--- config.mk ---
export PLATFORM = sky130hd
export DESIGN_NAME = mem_stage_ctrl_flat
export DESIGN_NICKNAME = d
export VERILOG_FILES = /design/src/rtl/mem_stage_ctrl_pkg.sv /design/src/rtl/mem_stage_ctrl_if.sv /design/src/rtl/mem_stage_ctrl_byte_lane.sv /design/src/rtl/mem_stage_ctrl.sv /design/src/flat_wrapper.sv
export SDC_FILE = /design/constraint.sdc
export NUM_CORES = 1
export LEC_CHECK = 0
export CORE_ASPECT_RATIO = 0.5
export CORE_MARGIN = 3
export CORE_UTILIZATION = 40
export DETAILED_ROUTE_END_ITERATION = 10
export HOLD_SLACK_MARGIN = 0.05
export PLACE_DENSITY = 0.82
export SLEW_MARGIN = 10
export SYNTH_ARGS = -nofsm -noshare
export SYNTH_HDL_FRONTEND = slang
export SYNTH_SLANG_ARGS = --single-unit
--- constraint.sdc ---
create_clock -name clk -period 2.2 [get_ports clk]
set_input_delay 0.66 -clock clk [delete_from_list [all_inputs] [get_ports clk]]
set_output_delay 0.66 -clock clk [all_outputs]
set_load 0.01 [all_outputs]
--- src/rtl/mem_stage_ctrl_pkg.sv ---
// Shared types and constants for the MEM-stage access controller.
//   mem_state_t : FIRST issues the (pointer or single) access, SECOND the
//                 data access of an indirect op.
//   BE_*        : data-memory byte-lane masks, bit1 = high byte.
package mem_stage_ctrl_pkg;

  typedef logic [15:0] lc3b_word;
  typedef logic [2:0]  lc3b_reg;

  typedef enum logic {
    FIRST  = 1'b0,
    SECOND = 1'b1
  } mem_state_t;

  localparam logic [1:0] BE_WORD = 2'b11;
  localparam logic [1:0] BE_LO   = 2'b01;
  localparam logic [1:0] BE_HI   = 2'b10;

endpackage

--- src/rtl/mem_stage_ctrl_if.sv ---
// Data-memory request/response bus.
//   master : controller side, drives address/wdata/strobes/byte_enable
//   slave  : memory side, returns a one-cycle dmem_resp with dmem_rdata
interface mem_stage_ctrl_if #(
  parameter int ADDR_W = 16
);
  logic [ADDR_W-1:0] dmem_address;
  logic [ADDR_W-1:0] dmem_wdata;
  logic              dmem_read;
  logic              dmem_write;
  logic [1:0]        dmem_byte_enable;
  logic              dmem_resp;
  logic [ADDR_W-1:0] dmem_rdata;

  modport master (
    output dmem_address, dmem_wdata, dmem_read, dmem_write, dmem_byte_enable,
    input  dmem_resp, dmem_rdata
  );

  modport slave (
    input  dmem_address, dmem_wdata, dmem_read, dmem_write, dmem_byte_enable,
    output dmem_resp, dmem_rdata
  );
endinterface

--- src/rtl/mem_stage_ctrl_byte_lane.sv ---
// Byte-lane steering for LDB/STB (combinational).
//   byte_acc    : current access is a byte access
//   lane_sel    : address bit0, 1 = high byte
//   store_data  : store operand from EX
//   rdata       : raw memory read word
//   byte_enable : lane mask to memory
//   wdata       : store data, low byte replicated into every lane for bytes
//   load_data   : read word, or selected byte zero-extended
module mem_byte_lane
  import mem_stage_ctrl_pkg::*;
#(
  parameter int ADDR_W = 16
) (
  input  logic              byte_acc,
  input  logic              lane_sel,
  input  logic [ADDR_W-1:0] store_data,
  input  logic [ADDR_W-1:0] rdata,
  output logic [1:0]        byte_enable,
  output logic [ADDR_W-1:0] wdata,
  output logic [ADDR_W-1:0] load_data
);

  always_comb begin
    byte_enable = BE_WORD;
    wdata       = store_data;
    load_data   = rdata;
    if (byte_acc) begin
      byte_enable = lane_sel ? BE_HI : BE_LO;
      // replicate so the memory sees the byte on whichever lane is enabled
      wdata       = {(ADDR_W/8){store_data[7:0]}};
      load_data   = '0;
      load_data[7:0] = lane_sel ? rdata[15:8] : rdata[7:0];
    end
  end

endmodule

--- src/rtl/mem_stage_ctrl.sv ---
// MEM-stage access controller, between the EX/MEM and MEM/WB registers.
// Sequences single loads/stores and LDI/STI (pointer fetch, then data access
// at the fetched pointer), steers byte lanes, and stalls upstream while an
// access is outstanding.
//   clk, reset_n        : clock, async active-low reset
//   mem_*               : EX/MEM slot (valid, address, alu/store data, dest, controls)
//   dmem                : data-memory bus (master)
//   mem_stall           : hold EX/MEM and earlier stages
//   wb_*                : MEM/WB register outputs
module mem_stage_ctrl
  import mem_stage_ctrl_pkg::*;
#(
  parameter int ADDR_W = 16,
  parameter int REG_W  = 3
) (
  input  logic              clk,
  input  logic              reset_n,
  input  logic              mem_valid,
  input  logic [ADDR_W-1:0] mem_address,
  input  logic [ADDR_W-1:0] mem_alu_out,
  input  logic [REG_W-1:0]  mem_dest,
  input  logic              mem_read,
  input  logic              mem_write,
  input  logic              mem_indirect,
  input  logic              mem_byte,
  mem_stage_ctrl_if.master  dmem,
  output logic              mem_stall,
  output logic              wb_valid,
  output logic [ADDR_W-1:0] wb_data,
  output logic [REG_W-1:0]  wb_dest,
  output logic              wb_from_mem
);

  mem_state_t        state, state_nxt;
  logic [ADDR_W-1:0] ptr;
  logic [ADDR_W-1:0] access_addr;
  logic [ADDR_W-1:0] load_data;
  logic [ADDR_W-1:0] lane_wdata;
  logic [1:0]        lane_be;
  logic              op, fetch, final_acc, byte_acc;
  logic              rd_strobe, wr_strobe, resp_ok, complete;

  assign op        = mem_valid & (mem_read | mem_write);
  // first half of LDI/STI: always a word read of the pointer
  assign fetch     = (state == FIRST) & mem_indirect;
  assign final_acc = ~fetch;
  assign byte_acc  = mem_byte & final_acc;
  assign access_addr = (state == SECOND) ? ptr : mem_address;

  mem_byte_lane #(.ADDR_W(ADDR_W)) u_lane (
    .byte_acc    (byte_acc),
    .lane_sel    (access_addr[0]),
    .store_data  (mem_alu_out),
    .rdata       (dmem.dmem_rdata),
    .byte_enable (lane_be),
    .wdata       (lane_wdata),
    .load_data   (load_data)
  );

  // Strobes gated by reset_n so an in-flight access is dropped the moment
  // reset asserts. Read wins if both controls are ever set.
  assign rd_strobe = reset_n & op & (fetch | mem_read);
  assign wr_strobe = reset_n & op & final_acc & mem_write & ~mem_read;

  assign dmem.dmem_address     = {access_addr[ADDR_W-1:1], 1'b0};
  assign dmem.dmem_byte_enable = lane_be;
  assign dmem.dmem_wdata       = lane_wdata;
  assign dmem.dmem_read        = rd_strobe;
  assign dmem.dmem_write       = wr_strobe;

  // a response with no strobe up is stray and ignored
  assign resp_ok   = dmem.dmem_resp & (rd_strobe | wr_strobe);
  assign complete  = resp_ok & final_acc;
  assign mem_stall = reset_n & op & ~complete;

  always_comb begin
    state_nxt = state;
    case (state)
      FIRST:   if (resp_ok && fetch) state_nxt = SECOND;
      SECOND:  if (resp_ok || !op)   state_nxt = FIRST;
      default: state_nxt = FIRST;
    endcase
  end

  always_ff @(posedge clk or negedge reset_n) begin
    if (!reset_n) begin
      state <= FIRST;
      ptr   <= '0;
    end else begin
      state <= state_nxt;
      if (resp_ok && fetch) ptr <= dmem.dmem_rdata;
    end
  end

  // MEM/WB register: bubbles hold data/dest, only wb_valid drops
  always_ff @(posedge clk or negedge reset_n) begin
    if (!reset_n) begin
      wb_valid    <= 1'b0;
      wb_data     <= '0;
      wb_dest     <= '0;
      wb_from_mem <= 1'b0;
    end else if (op) begin
      wb_valid <= complete;
      if (complete) begin
        wb_data     <= mem_read ? load_data : mem_alu_out;
        wb_dest     <= mem_dest;
        wb_from_mem <= mem_read;
      end
    end else if (mem_valid) begin
      wb_valid    <= 1'b1;
      wb_data     <= mem_alu_out;
      wb_dest     <= mem_dest;
      wb_from_mem <= 1'b0;
    end else begin
      wb_valid <= 1'b0;
    end
  end

endmodule

--- src/flat_wrapper.sv ---
// flat-port wrapper written by rule: the top's interface ports become plain ports
module mem_stage_ctrl_flat import mem_stage_ctrl_pkg::*;
#(
  parameter int ADDR_W = 16,
  parameter int REG_W  = 3
)
  (clk, reset_n, mem_valid, mem_address, mem_alu_out, mem_dest, mem_read, mem_write, mem_indirect, mem_byte, mem_stall, wb_valid, wb_data, wb_dest, wb_from_mem, dmem_dmem_address, dmem_dmem_wdata, dmem_dmem_read, dmem_dmem_write, dmem_dmem_byte_enable, dmem_dmem_resp, dmem_dmem_rdata);
  mem_stage_ctrl_if #(.ADDR_W(ADDR_W)) dmem_i ();
  input  logic clk;
  input  logic reset_n;
  input  logic mem_valid;
  input  logic [ADDR_W-1:0] mem_address;
  input  logic [ADDR_W-1:0] mem_alu_out;
  input  logic [REG_W-1:0] mem_dest;
  input  logic mem_read;
  input  logic mem_write;
  input  logic mem_indirect;
  input  logic mem_byte;
  output logic mem_stall;
  output logic wb_valid;
  output logic [ADDR_W-1:0] wb_data;
  output logic [REG_W-1:0] wb_dest;
  output logic wb_from_mem;
  output wire logic [$bits(dmem_i.dmem_address)-1:0] dmem_dmem_address;
  output wire logic [$bits(dmem_i.dmem_wdata)-1:0] dmem_dmem_wdata;
  output wire logic [$bits(dmem_i.dmem_read)-1:0] dmem_dmem_read;
  output wire logic [$bits(dmem_i.dmem_write)-1:0] dmem_dmem_write;
  output wire logic [$bits(dmem_i.dmem_byte_enable)-1:0] dmem_dmem_byte_enable;
  input wire logic [$bits(dmem_i.dmem_resp)-1:0] dmem_dmem_resp;
  input wire logic [$bits(dmem_i.dmem_rdata)-1:0] dmem_dmem_rdata;
  assign dmem_dmem_address = dmem_i.dmem_address;
  assign dmem_dmem_wdata = dmem_i.dmem_wdata;
  assign dmem_dmem_read = dmem_i.dmem_read;
  assign dmem_dmem_write = dmem_i.dmem_write;
  assign dmem_dmem_byte_enable = dmem_i.dmem_byte_enable;
  assign dmem_i.dmem_resp = dmem_dmem_resp;
  assign dmem_i.dmem_rdata = dmem_dmem_rdata;
  mem_stage_ctrl #(.ADDR_W(ADDR_W), .REG_W(REG_W)) u_core (.clk(clk), .reset_n(reset_n), .mem_valid(mem_valid), .mem_address(mem_address), .mem_alu_out(mem_alu_out), .mem_dest(mem_dest), .mem_read(mem_read), .mem_write(mem_write), .mem_indirect(mem_indirect), .mem_byte(mem_byte), .dmem(dmem_i), .mem_stall(mem_stall), .wb_valid(wb_valid), .wb_data(wb_data), .wb_dest(wb_dest), .wb_from_mem(wb_from_mem));
endmodule
==> flow_metrics.tcl <==
set metrics [dict create \
    yosysSeqAreaShare_pct 42.6 \
    worstPathRequired_ps 1540 \
    finalHoldViolations 0 \
    period_share_pct 100 \
    vdd_drop_max_uv 425 \
    worstSetupPathType "input pin to output pin" \
    drv_cap 0 \
    cts_root_buf "clkbuf_8" \
    cp_common_cell "clkdlybuf4s15_2" \
    track_usage_pct 22.4 \
    die_area_um2 6570 \
    power_density_nw_per_um2 596 \
    grt_max_degree 40 \
    diodes 0 \
    area_growth_pct 65.3 \
    violations "negative setup slack" \
    port_buffers 115 \
    first_pass_iters 4 \
    die_h_um 58.8 \
    antenna_found_initial 0 \
    final_nets 419 \
    clk_pin_slew_ps 70 \
    routedWlPerCell_um 18.1 \
    seq_area_um2 952 \
    core_um2 5160 \
    cts.sinks 38 \
    io_pins 117 \
    detail_route.wirelength_um 7800 \
    drive_above_1_share_pct 37.1 \
    cts_hold_buf 0 \
    setup-tns-final_ps -6.50 \
    htree_num_levels 2 \
    crit_path_start_kind "input pin" \
    rows 18 \
    syn_nets 272 \
    cts_tree "yes" \
    die_w_um 112 \
    ys_top_cells_by_area "dfrtp_1 43%, mux2_2 12%, mux2_4 6.7%" \
    crit_path_end_kind "output pin" \
    numCtsBuffers 5 \
    syn_inst 213 \
    yosys_warnings 0 \
    dp_hpwl_um 5850 \
    leakagePower_nw 1.70 \
    finalSetupViolCount 1 \
    path_cells "clkdlybuf4s15_2 -> and4bb_2 -> nor2_4 -> clkdlybuf4s15_2" \
    avgSynthCellArea_um2 10.5 \
    clk_latency_ps 290 \
    overflow 0 \
    crit_arrival_ps 1550 \
    viasPerCell 5.26 \
    hold_path.class "input pin to async pin" \
    initial_core_util_pct 43.3 \
    grt_pass1_vias 2251 \
    cp_slowest_cell "and4bb_2" \
    fin_hold_ws_ps 414 \
    clock_skew_ps 4.69 \
    syn_area_um2 2230 \
    drv_slew 0 \
    fmax_ghz 0.453 \
    multi_input_area_um2 1150 \
    cpPeakStageDelay_ps 280 \
    grt_pass1_wl_um 11600 \
    num_vias 2267 \
    n_fill_cell 369 \
    synth_top_cell_area_share_pct 42.6 \
    ant_nets 0 \
    fin_crit_ps 2210 \
    clockBufferDepth 2 \
    layout_setup_ws_ps -6.50 \
    synth_seq_cells 38 \
    route.detailed.drc 0 \
    ys_types 31 \
    path_max_fanout 3 \
    synth.largest_area_cell "dfrtp_1" \
    place_congestion 0.906 \
    drt_iter0_drc 166 \
    status "complete, but fails checks" \
]
[path summary, 6_finish.rpt]
path,startpoint,to,slack (ps),cells after the start
max,mem_indirect,dmem_dmem_byte_enable[0],-7,4
min,reset_n,u_core.ptr[6],410,2
max reg2reg,u_core.state,u_core.wb_data[1],380,7
min reg2reg,u_core.wb_dest[1],u_core.wb_dest[1],500,1
max in group asynchronous,reset_n,u_core.state,1480,2
min in group clk,u_core.wb_dest[1],u_core.wb_dest[1],500,1
[cells in the mapped netlist]
library cell  number
buf_8              1
mux2i_1            1
nand3_1            8
buf_4             11
o21a_1             8
and4bb_1           1
o22ai_2            1
conb_1             1
a21oi_1           10
and3_1             1
clkbuf_1           6
buf_6              1
o21ai_1            1
nor3_4             1
nor2_1             5
inv_1              1
and2_1             2
nand2b_1           1
buf_2              6
nand2_2            1
a41oi_1            8
o211ai_1           9
a211oi_1           8
mux2_4            10
dfrtp_1           38
o2bb2ai_1          8
nand2_1           37
mux2_2            24
mux2_1             1
nor2b_1            1
nor2_4             1
[critical path, delay by kind of cell]
kind / cells / cell delay, ps
buffers and inverters: 2 / 470
and+or+nand+nor: 2 / 410
[cells by family (layout without fill, tap and decap cells)]
group / Yosys count / after routing / share of synthesized area, %
simple gates: 59 / 60 / 12.3
flops: 38 / 38 / 42.6
compound gates: 53 / 53 / 17.7
buf+inv: 26 / 173 / 7.40
mux: 36 / 36 / 19.8
other cells: 1 / 1 / 0.168
[stage by stage]
step                      setup slack (ps)  cell area (um^2)  total power (W)  util, %  cells
after global placement                -642              3590          0.00171     69.6    409
after floorplan                        169              2230          0.00127        -    213
after CTS                           0.0241              3680          0.00221     71.3    421
after global routing                 -16.4              3690          0.00232     71.5    431
after detailed placement              -729              3590          0.00173     69.6    409
final                                -6.50              3690          0.00220     71.5    431
[timing repair]
| item | in CTS | in global routing |
|---|---|---|
| buffers inserted | 3 | 9 |
| endpoints found under the setup margin | 43 | 40 |
| cloned | 1 | 1 |
| gates resized for setup | 120 | 28 |
| pin swaps | 4 | 2 |
[layout by cell type (no fill, tap or decap), drive strengths merged]
cell type / count
a21oi: 10
nand2: 38
o21a: 8
nor2b: 1
clkdlybuf4s15: 5
dfrtp: 38
and3: 1
and4bb: 1
o211ai: 9
clkbuf: 12
dlygate4sd2: 11
o2bb2ai: 8
nor3: 1
and2: 3
dlymetal6s2s: 6
conb: 1
o21ai: 1
clkdlybuf4s50: 65
buf: 72
o22ai: 1
inv: 1
a211oi: 8
nand2b: 1
mux2: 35
a41oi: 8
nand3: 8
clkinv: 1
nor2: 6
mux2i: 1
[state kept, by name, indices dropped and copies added, names as in the netlist]
| name | cells |
|---|---|
| u_core.ptr | 16 |
| u_core.state | 1 |
| u_core.wb_data | 16 |
| u_core.wb_dest | 3 |
| u_core.wb_from_mem | 1 |
| u_core.wb_valid | 1 |
[cell type report]
cell class | instances | share of cell area (%)
Multi-Input combinational cell | 150 | 31.2
Tap cell | 70 | 2.37
Sequential cell | 38 | 25.8
Inverter | 1 | 0.102
Clock inverter | 1 | 0.136
Clock buffer | 7 | 2.34
Timing Repair Buffer | 164 | 38.0
[routing by layer]
metal | global-route usage (%) | up-vias | wire length (um)
li1 | - | 1062 | -
met1 | 28.6 | 1107 | 3290
met2 | 39.6 | 88 | 3920
met3 | 5.54 | 10 | 488
met4 | 4.33 | 0 | 105
met5 | 0 | - | 0
[report_power, final]
| group | switching, W | total, W | internal (W) |
|---|---|---|---|
| registers | 0.0000873 | 0.000932 | 0.000844 |
| logic | 0.000313 | 0.000777 | 0.000464 |
| clock network | 0.000238 | 0.000491 | 0.000253 |
Note: power is estimated with default switching activity, not from simulation.
